## config.mk

```make
export PLATFORM = sky130hd
export DESIGN_NAME = peripheral_operand_sequencer
export DESIGN_NICKNAME = d
export VERILOG_FILES = /design/src/rtl/peripheral_operand_sequencer.sv
export SDC_FILE = /design/constraint.sdc
export NUM_CORES = 1
export LEC_CHECK = 0
export CAP_MARGIN = 10
export CORE_MARGIN = 3
export CORE_UTILIZATION = 38
export CTS_CLUSTER_DIAMETER = 100
export DETAILED_ROUTE_END_ITERATION = 10
export DONT_BUFFER_PORTS = 1
export MAX_ROUTING_LAYER = met4
export PLACE_DENSITY = 0.54
export SLEW_MARGIN = 20
export SYNTH_ARGS = -nofsm -noshare
export SYNTH_HDL_FRONTEND = slang
export SYNTH_SLANG_ARGS = --single-unit
export TNS_END_PERCENT = 50
```

## constraint.sdc

```tcl
create_clock -name clk -period 5.37 [get_ports clk]
set_input_delay 0.537 -clock clk [delete_from_list [all_inputs] [get_ports clk]]
set_output_delay 0.537 -clock clk [all_outputs]
set_load 0.05 [all_outputs]
```

## src/rtl/peripheral_operand_sequencer.sv

```systemverilog
// Front-panel sequencer: collects operands A/B and an opcode one byte per enter press,
// starts the ALU, waits for done with a timeout, and holds the result until the next press.
module peripheral_operand_sequencer #(
    parameter int NBYTES  = 4,
    parameter int OPW     = 4,
    parameter int TIMEOUT = 255
) (
    input  logic                      clk,
    input  logic                      reset,
    input  logic [7:0]                inputdata,
    input  logic                      enterkey,
    input  logic                      cancel,
    input  logic                      alu_done,
    input  logic [8*NBYTES-1:0]       alu_result,
    output logic [8*NBYTES-1:0]       dataA,
    output logic [8*NBYTES-1:0]       dataB,
    output logic [OPW-1:0]            opcode,
    output logic                      alu_start,
    output logic [8*NBYTES-1:0]       result,
    output logic                      result_valid,
    output logic                      error,
    output logic [2:0]                stage,
    output logic [$clog2(NBYTES)-1:0] byte_idx
);
    localparam int DW  = 8 * NBYTES;
    localparam int BIW = $clog2(NBYTES);
    localparam int CW  = $clog2(TIMEOUT + 1);

    typedef enum logic [2:0] {
        LOADA  = 3'd0,
        LOADB  = 3'd1,
        LOADOP = 3'd2,
        START  = 3'd3,
        WAIT   = 3'd4,
        SHOW   = 3'd5
    } state_t;

    state_t         state_q, state_d;
    logic           enter_q;
    logic           enter_evt;
    logic           clr;
    logic [DW-1:0]  data_a_q, data_a_d;
    logic [DW-1:0]  data_b_q, data_b_d;
    logic [OPW-1:0] op_q, op_d;
    logic [DW-1:0]  res_q, res_d;
    logic           vld_q, vld_d;
    logic           err_q, err_d;
    logic           start_q, start_d;
    logic [BIW-1:0] idx_q, idx_d;
    logic [CW-1:0]  cnt_q, cnt_d;

    always_comb begin
        enter_evt = enterkey & ~enter_q;
        clr       = 1'b0;
        state_d   = state_q;
        data_a_d  = data_a_q;
        data_b_d  = data_b_q;
        op_d      = op_q;
        res_d     = res_q;
        vld_d     = vld_q;
        err_d     = err_q;
        idx_d     = idx_q;
        cnt_d     = cnt_q;
        start_d   = 1'b0;
        case (state_q)
            LOADA, LOADB: begin
                if (cancel) begin
                    clr = 1'b1;
                end else if (enter_evt) begin
                    if (state_q == LOADA) data_a_d[8*idx_q +: 8] = inputdata;
                    else                  data_b_d[8*idx_q +: 8] = inputdata;
                    if (idx_q == BIW'(NBYTES - 1)) begin
                        idx_d = '0;
                        if (state_q == LOADA) state_d = LOADB;
                        else                  state_d = LOADOP;
                    end else begin
                        idx_d = idx_q + 1'b1;
                    end
                end
            end
            LOADOP: begin
                if (cancel) begin
                    clr = 1'b1;
                end else if (enter_evt) begin
                    op_d    = inputdata[OPW-1:0];
                    state_d = START;
                    start_d = 1'b1;
                end
            end
            START: begin
                cnt_d   = '0;
                state_d = WAIT;
            end
            WAIT: begin
                // done is checked first so a completion on the last allowed cycle still counts
                if (alu_done) begin
                    res_d   = alu_result;
                    vld_d   = 1'b1;
                    state_d = SHOW;
                end else if (cnt_q == CW'(TIMEOUT - 1)) begin
                    err_d   = 1'b1;
                    res_d   = '0;
                    state_d = SHOW;
                end else begin
                    cnt_d = cnt_q + 1'b1;
                end
            end
            SHOW: begin
                if (cancel || enter_evt) clr = 1'b1;
            end
            default: state_d = LOADA;
        endcase
        if (clr) begin
            state_d  = LOADA;
            data_a_d = '0;
            data_b_d = '0;
            op_d     = '0;
            res_d    = '0;
            vld_d    = 1'b0;
            err_d    = 1'b0;
            idx_d    = '0;
        end
    end

    always_ff @(posedge clk or negedge reset) begin
        if (!reset) begin
            state_q  <= LOADA;
            enter_q  <= 1'b1;
            data_a_q <= '0;
            data_b_q <= '0;
            op_q     <= '0;
            res_q    <= '0;
            vld_q    <= 1'b0;
            err_q    <= 1'b0;
            start_q  <= 1'b0;
            idx_q    <= '0;
            cnt_q    <= '0;
        end else begin
            state_q  <= state_d;
            enter_q  <= enterkey;
            data_a_q <= data_a_d;
            data_b_q <= data_b_d;
            op_q     <= op_d;
            res_q    <= res_d;
            vld_q    <= vld_d;
            err_q    <= err_d;
            start_q  <= start_d;
            idx_q    <= idx_d;
            cnt_q    <= cnt_d;
        end
    end

    assign dataA        = data_a_q;
    assign dataB        = data_b_q;
    assign opcode       = op_q;
    assign alu_start    = start_q;
    assign result       = res_q;
    assign result_valid = vld_q;
    assign error        = err_q;
    assign stage        = state_q;
    assign byte_idx     = idx_q;

endmodule
```

==> impl_results.md, run 1 <==
- Avg Inst Size Synth: 13.30 µm²
- Synthesized flop and latch total: 117
- Starting Density: 39.19%
- DRC: 0
- Clock tree buffer depth: 2
- CP startpoint kind: register
- CP endpoint: dataA[20]
- Layout Skew: around 0.0073 ns
- Critical-path top delay cell: dfrtp_1
- Vias/cell: 5.788
- Post-CTS Hold Fix Bufs: 1
- Fin crit share: 50.41%
- # nets final: 427
- Pwr/cell area: 380.4 mW/mm²
- Chip Width: 120.5 µm
- First-pass GRT wire length: ~20 mm
- Core area: approximately 0.013 mm²
- Max_cap viols: 0
- Worst endpoint required time: 5.67 ns
- Post-synth ARST share: 100.0%
- R2R Path End: dataA[20]
- Gr usage total: 18.26%
- Worst skew pair latency: 0.41 ns
- Final Wtd Congestion: roughly 0.76
- Via count: 3247
- Reg2Reg Setup Slack: 2.66 ns
- CTS tree: yes
- Worst Setup SP: stage[0]
- WP depth: 4
- # fillers: between 1000 and 1500
- Pre-CTS setup slack: 2.687 ns
- DPL Wire Length: approximately 8.6 mm
- Synth cell count leaders: dfrtp_1, a22o_1, nand2_1, nor2_1, nor2b_1
- Placed cell area: 0.005077 mm²
- CP top delay family: flip-flops
- Die Height: 120.5 µm
- Dominant cells by area after synthesis: dfrtp_1, a22o_1, mux2_4
- Worst setup EP type: register
- Top cell type's share of synthesized area: between 50 and 60%
- Post-Syn Area: 0.004986 mm²
- Cells along the critical path: nor2b_1, o21a_4, a211o_1, mux2_4
- Vias in the first global route: 3236
- Top-count cell post-synth: dfrtp_1
- Antenna Cells: 0
- Io pins: between 150 and 200
- Drt pass-1 iters: 4
- Setup ws final: 2.663 ns
- Reg clk slew, reported paths: approximately 0.05 ns
- Area grow syn2layout: 13.35%
- Seq pwr share: 43.8%
- Status: finished clean
- Post-CTS Resized: 0
- H-Tree Depth: 4
- Peak supply drop: slightly above 0.2 mV
- Hold crit path type: input port to asynchronous set/reset pin
- Internal power: roughly 0.0016 W
- Logic pwr share: 8.0%
- Buf/Inv on CP: 0
- Final-report hold violation count: 0
- Max Clk Rate: 0.3694 GHz
- Slew Limit Fails: 0
- Largest net degree at the start of global routing: 118
- Total grt overflow: 0
- Reg2Reg Depth: 4
- IO buf count: 0
- CP Data Arrival Time: ~3.0 ns
- Design area: 0.005652 mm²
- Slew @ Worst Pin: between 1 and 1.5 ns
- Drt wl/cell: roughly 23 µm
- Synth Instances: 375
- NetSw: 0.0005556 W
- # rows: 41
- Post-CTS Setup Bufs: 0
- Clk sink count: around 120
- Yosys cell types: 48
- Worst setup path category: register to register
- Initial antenna violation count: 0
- Reg-to-Reg Start: stage[0]
- Clock power frac: roughly half
- Initial DRC count: 222
- RSZ-0062 raised after global routing: no
- Clock Tree Root: clkbuf_16
- Post-synthesis sequential area ratio: 58.75%
- Setup TNS: 0 ns
- Most used DFF post-synth: dfrtp_1
- Max FO, Critical Path: 15
- EDFF count, synth: 0
- Antenna-violating nets left: 0
- YS warnings: 0
- Min cycle time layout: 2.707 ns
- Full die area: 0.01453 mm²
- Num CTS Buffers: 17
- Slew margin rel.: 33.27%
- Sw frac: approximately a quarter
- Cell taking the most area after synthesis: dfrtp_1
- Critical path's largest stage delay: 0.92 ns
- DRT Wirelength: 12.73 mm
- Setup violators final: 0
- Layout cells sized above 1: between 10% and 20%
- Post-synth net total: 426
- Leak: 2.659 nW
[per-stage QoR]
step                hold slack, ns  util, %  cells  total power (W)
floorplan                   0.2414        -    375         0.001071
global placement            0.2440    39.91    528         0.001108
detailed placement          0.2439    39.91    528         0.001110
CTS                         0.1013    44.41    561         0.002177
global route               0.09798    44.42    561         0.002235
finish                     0.06860    44.42    561         0.002150
[cell type report]
class / instances / area, µm² / share of cell area, %
sequential: 117 / 2929 / 51.83
clock inverter: 10 / 81.33 / 1.439
inverter: 8 / 30.03 / 0.5313
timing repair buffer: 4 / 50.05 / 0.8855
tap: 172 / 215.2 / 3.808
clock buffer: 22 / 464.2 / 8.213
multi-input combinational: 228 / 1882 / 33.30
[metal layers]
metal,vias up,routed length [µm],track usage [%]
li1,1434,-,-
met1,1681,5474,23.44
met2,116,5886,25.67
met3,16,1174,8.138
met4,0,194,6.516
met5,-,0,-
[placed cells by master, fill, tap and decap left out, types with 3 or more instances in the layout]
| master | synthesis | layout |
|---|---|---|
| clkbuf_1 | 5 | 3 |
| and3_1 | 7 | 6 |
| a22o_1 | 88 | 88 |
| inv_1 | 8 | 8 |
| mux2_4 | 7 | 7 |
| nor2_2 | 3 | 3 |
| o21ai_0 | 3 | 3 |
| ha_1 | 6 | 6 |
| nand2_1 | 17 | 17 |
| o32ai_2 | 5 | 5 |
| clkinv_2 | 0 | 7 |
| nor2b_1 | 13 | 13 |
| a21oi_1 | 6 | 6 |
| nor3_1 | 11 | 11 |
| mux2i_1 | 6 | 6 |
| buf_4 | 4 | 3 |
| nand3_1 | 6 | 6 |
| nor2_1 | 14 | 14 |
| clkbuf_16 | 0 | 17 |
| dfrtp_1 | 116 | 116 |
[kinds of logic (layout without fill, tap and decap cells)]
logic type,count (synthesis),in the layout,synth area share (%)
xor+xnor,1,1,0.1757
simple gates,85,85,9.887
buf+inv,30,44,3.639
flops,117,117,58.75
mux,13,13,3.312
compound gates,123,123,22.74
fa+ha+maj,6,6,1.506
[power by group through the flow]
stage | clock network (W) | registers (W) | logic (W)
after detailed placement | 0 | 0.000957 | 0.000153
after floorplan | 0 | 0.000950 | 0.000120
after global routing | 0.00111 | 0.000942 | 0.000188
after CTS | 0.00106 | 0.000941 | 0.000174
final | 0.00104 | 0.000941 | 0.000172
after global placement | 0 | 0.000956 | 0.000152
[state kept, by name, indices dropped and copies added, names as in the netlist]
name / flops
alu_start: 1
byte_idx: 2
cnt_q: 8
dataA: 32
dataB: 32
enter_q: 1
error: 1
opcode: 4
result: 32
result_valid: 1
stage: 3
[how the worst min path moves through the flow]
stage / startpoint / endpoint / slack, ns / cells past startpoint
final: reset / result[0] / 0.07 / 1
after global routing: reset / result[0] / 0.1 / 1
after floorplan: reset / alu_start / 0.24 / 0
after CTS: reset / cnt_q[2] / 0.10 / 1
after global placement: reset / result[17] / 0.24 / 0
after detailed placement: reset / result[17] / 0.24 / 0
(Power assumes the default switching activity.)
==> run 2, diff against run 1 <==
==> constraint.sdc (replaced) <==
create_clock -name clk -period 2.7 [get_ports clk]
set_input_delay 0.27 -clock clk [delete_from_list [all_inputs] [get_ports clk]]
set_output_delay 0.27 -clock clk [all_outputs]
set_load 0.05 [all_outputs]
==> run 2 against run 1 <==
  * The run now ends with hold timing left
  * Routed wire length rose by 2.5%
  * Fmax increased by 22%
  * Non-clock buffer count increased by 36
  * Setup slack worse by 2.2 ns
  * Via count is 1.8% higher
  * First-iteration DRC count grew 5.9%
  * Critical path type unchanged
  * Critical endpoint is now dataB[4]
  * Largest cell class unchanged
  * Largest power group unchanged
==> impl_results.md, run 2 (synthesis gave the netlist of run 1 again) <==
- Core area: 0.01272 mm² (unchanged)
- Commonest cells after routing, fill and taps aside: dfrtp_1, a22o_1, dlygate4sd3_1 (was dfrtp_1, a22o_1, nand2_1, clkbuf_16, nor2_1)
- Antenna Cells: 0 (unchanged)
- Logic pwr share: 8.6% (was 8.0%)
- Vias in the first global route: 3425 (was 3236)
- Vias/cell: 5.538 (was 5.788)
- Slew margin rel.: 55.40% (was 33.27%)
- Seq pwr share: 40.7% (was 43.8%)
- # nets final: 463 (was 427)
- RSZ-0062 raised after global routing: no (unchanged)
- Worst endpoint required time: 3.03 ns (was 5.67 ns)
- Max Clk Rate: 0.4523 GHz (was 0.3694 GHz)
- Chip Width: 120.5 µm (unchanged)
- CP Data Arrival Time: 2.54 ns (was 3.00 ns)
- Status: complete, but fails checks (was finished clean)
- Die Height: 120.5 µm (unchanged)
- Multi-input logic area: 0.001881 mm² (was 0.001882 mm²)
- Non-Filler Instances: 597 (was 561)
- Min cycle time layout: 2.211 ns (was 2.707 ns)
- Peak supply drop: 0.3900 mV (was 0.2043 mV)
- Post-CTS Resized: 0 (unchanged)
- Cells after DPL: 541 (was 528)
- DRT Wirelength: 13.05 mm (was 12.73 mm)
- Area grow syn2layout: 21.00% (was 13.35%)
- Post-Route Utilization: 47.42% (was 44.42%)
- DPL Wire Length: 8.897 mm (was 8.606 mm)
- Via count: 3306 (was 3247)
- Most common cell after layout, fill and taps aside: dfrtp_1 (unchanged)
- Gr usage total: 18.68% (was 18.26%)
- Worst setup path category: register to register (unchanged)
- Worst skew pair latency: 0.40 ns (was 0.41 ns)
- H-Tree Depth: 4 (unchanged)
- CTS tree: yes (unchanged)
- DRC: 0 (unchanged)
- Slew Limit Fails: 0 (unchanged)
- Sequential Area: 0.002929 mm² (unchanged)
- Post-CTS Hold Fix Bufs: 23 (was 1)
- Hold crit path type: input port to asynchronous set/reset pin (unchanged)
- Final Wtd Congestion: 0.8012 (was 0.7563)
- Layout cells sized above 1: 18.35% (was 16.71%)
- Fin crit share: 81.89% (was 50.41%)
- Initial DRC count: 235 (was 222)
- NetSw: 0.001123 W (was 0.0005556 W)
- Initial antenna violation count: 0 (unchanged)
- Largest net degree at the start of global routing: 118 (unchanged)
- CP startpoint kind: register (unchanged)
- Max FO, Critical Path: 11 (was 15)
- Leak: 2.834 nW (was 2.659 nW)
- Clock Tree Root: clkbuf_16 (unchanged)
- Antenna-violating nets left: 0 (unchanged)
- Max_cap viols: 0 (unchanged)
- # fillers: 1140 (was 1188)
- IO buf count: 0 (unchanged)
- Full die area: 0.01453 mm² (unchanged)
- Setup TNS: 0 ns (unchanged)
- Sw frac: 24.58% (was 25.85%)
- Slew @ Worst Pin: 0.6689 ns (was 1.001 ns)
- Critical path's largest stage delay: 0.72 ns (was 0.92 ns)
- Worst setup EP type: register (unchanged)
- Reg clk slew, reported paths: 0.05 ns (about the same)
- Total Power: 0.004567 W (was 0.002150 W)
- Drt wl/cell: 21.85 µm (was 22.69 µm)
- Clock tree buffer depth: 2 (unchanged)
- Pwr/cell area: 757.0 mW/mm² (was 380.4 mW/mm²)
- Layout Skew: 0.007311 ns (about the same)
- Clock power frac: 50.8% (was 48.2%)
- First-pass GRT wire length: 20.40 mm (was 19.60 mm)
- Clk sink count: 117 (unchanged)
- Failing checks: hold timing
- Final-report hold violation count: 117 (was 0)
- # rows: 41 (unchanged)
- Num CTS Buffers: 17 (unchanged)
- Cells along the critical path: inv_1, ha_1, o32ai_2, a22o_1 (was nor2b_1, o21a_4, a211o_1, mux2_4)
- Drt pass-1 iters: 4 (unchanged)
- Critical-path top delay cell: dfrtp_1 (unchanged)
- Starting Density: 39.19% (unchanged)
- Post-CTS Setup Bufs: 0 (unchanged)
- Total grt overflow: 0 (unchanged)
- Setup violators final: 0 (unchanged)
- Final hold slack: -0.4380 ns (was 0.06860 ns)
- Internal power: 0.003444 W (was 0.001594 W)
- Io pins: 153 (unchanged)
[run 2: cell count changes in the layout (fill, tap and decap cells not counted), sizes merged]
cell / before / now
inv: 8 / 9
bufinv: 1 / 3
buf: 4 / 16
clkinv: 8 / 3
clkbuf: 22 / 21
clkinvlp: 1 / 4
dlygate4sd3: 0 / 24
[run 2: per-layer routing]
| layer | track usage (%) | part of all wire (%) | wire length [µm] |
|---|---|---|---|
| met1 | 24.48 | 43 | 5610 |
| met2 | 26.79 | 45 | 5922 |
| met3 | 7.063 | 10 | 1361 |
| met4 | 6.374 | 1.2 | 153 |
| met5 | - | 0 | 0 |
[run 2: layout make-up]
type / instances / share of cell area [%]
Timing Repair Buffer: 40 / 5.973
Multi-Input combinational cell: 228 / 31.17
Clock inverter: 11 / 2.447
Clock buffer: 21 / 7.798
Sequential cell: 117 / 48.55
Tap cell: 172 / 3.567
Inverter: 8 / 0.4977
[run 2: power groups by stage]
| stage | logic, W | clock network (W) | registers [W] |
|---|---|---|---|
| final | 0.000391 | 0.00232 | 0.00186 |
| after global routing | 0.000420 | 0.00245 | 0.00186 |
| after CTS | 0.000387 | 0.00237 | 0.00186 |
| after detailed placement | 0.000355 | 0 | 0.00189 |
| after global placement | 0.000358 | 0 | 0.00189 |
| after floorplan | 0.000239 | 0 | 0.00189 |
[run 2: worst paths after layout]
kind                                 from          to  slack [ns]  cells past startpoint
max in group asynchronous           reset     enter_q        2.95                      0
max                           byte_idx[1]    dataB[4]        0.49                      4
min reg2reg                      cnt_q[0]    cnt_q[0]        0.53                      1
max reg2reg                   byte_idx[1]    dataB[4]        0.49                      4
min                                 reset  result[30]       -0.44                      0
min in group clk           alu_result[14]  result[14]        0.01                      1
[run 2: worst max-delay path: cells and delay by family, from the launching register on]
| family | cells | cell delay, ns |
|---|---|---|
| AO/OA/AOI/OAI | 2 | 0.90 |
| adder cells (fa/ha/maj) | 1 | 0.37 |
| buffers and inverters | 1 | 0.16 |
| flip-flops | 1 | 0.72 |
[run 2: stage by stage]
step / hold slack (ns) / instance area [µm²] / worst slack [ns]
global placement: -0.02314 / 5175 / 0.5565
CTS: -0.4530 / 6023 / 0.4949
floorplan: -0.02559 / 4986 / 0.5043
detailed placement: -0.02285 / 5175 / 0.5065
global route: -0.4549 / 6033 / 0.3596
finish: -0.4380 / 6033 / 0.4891
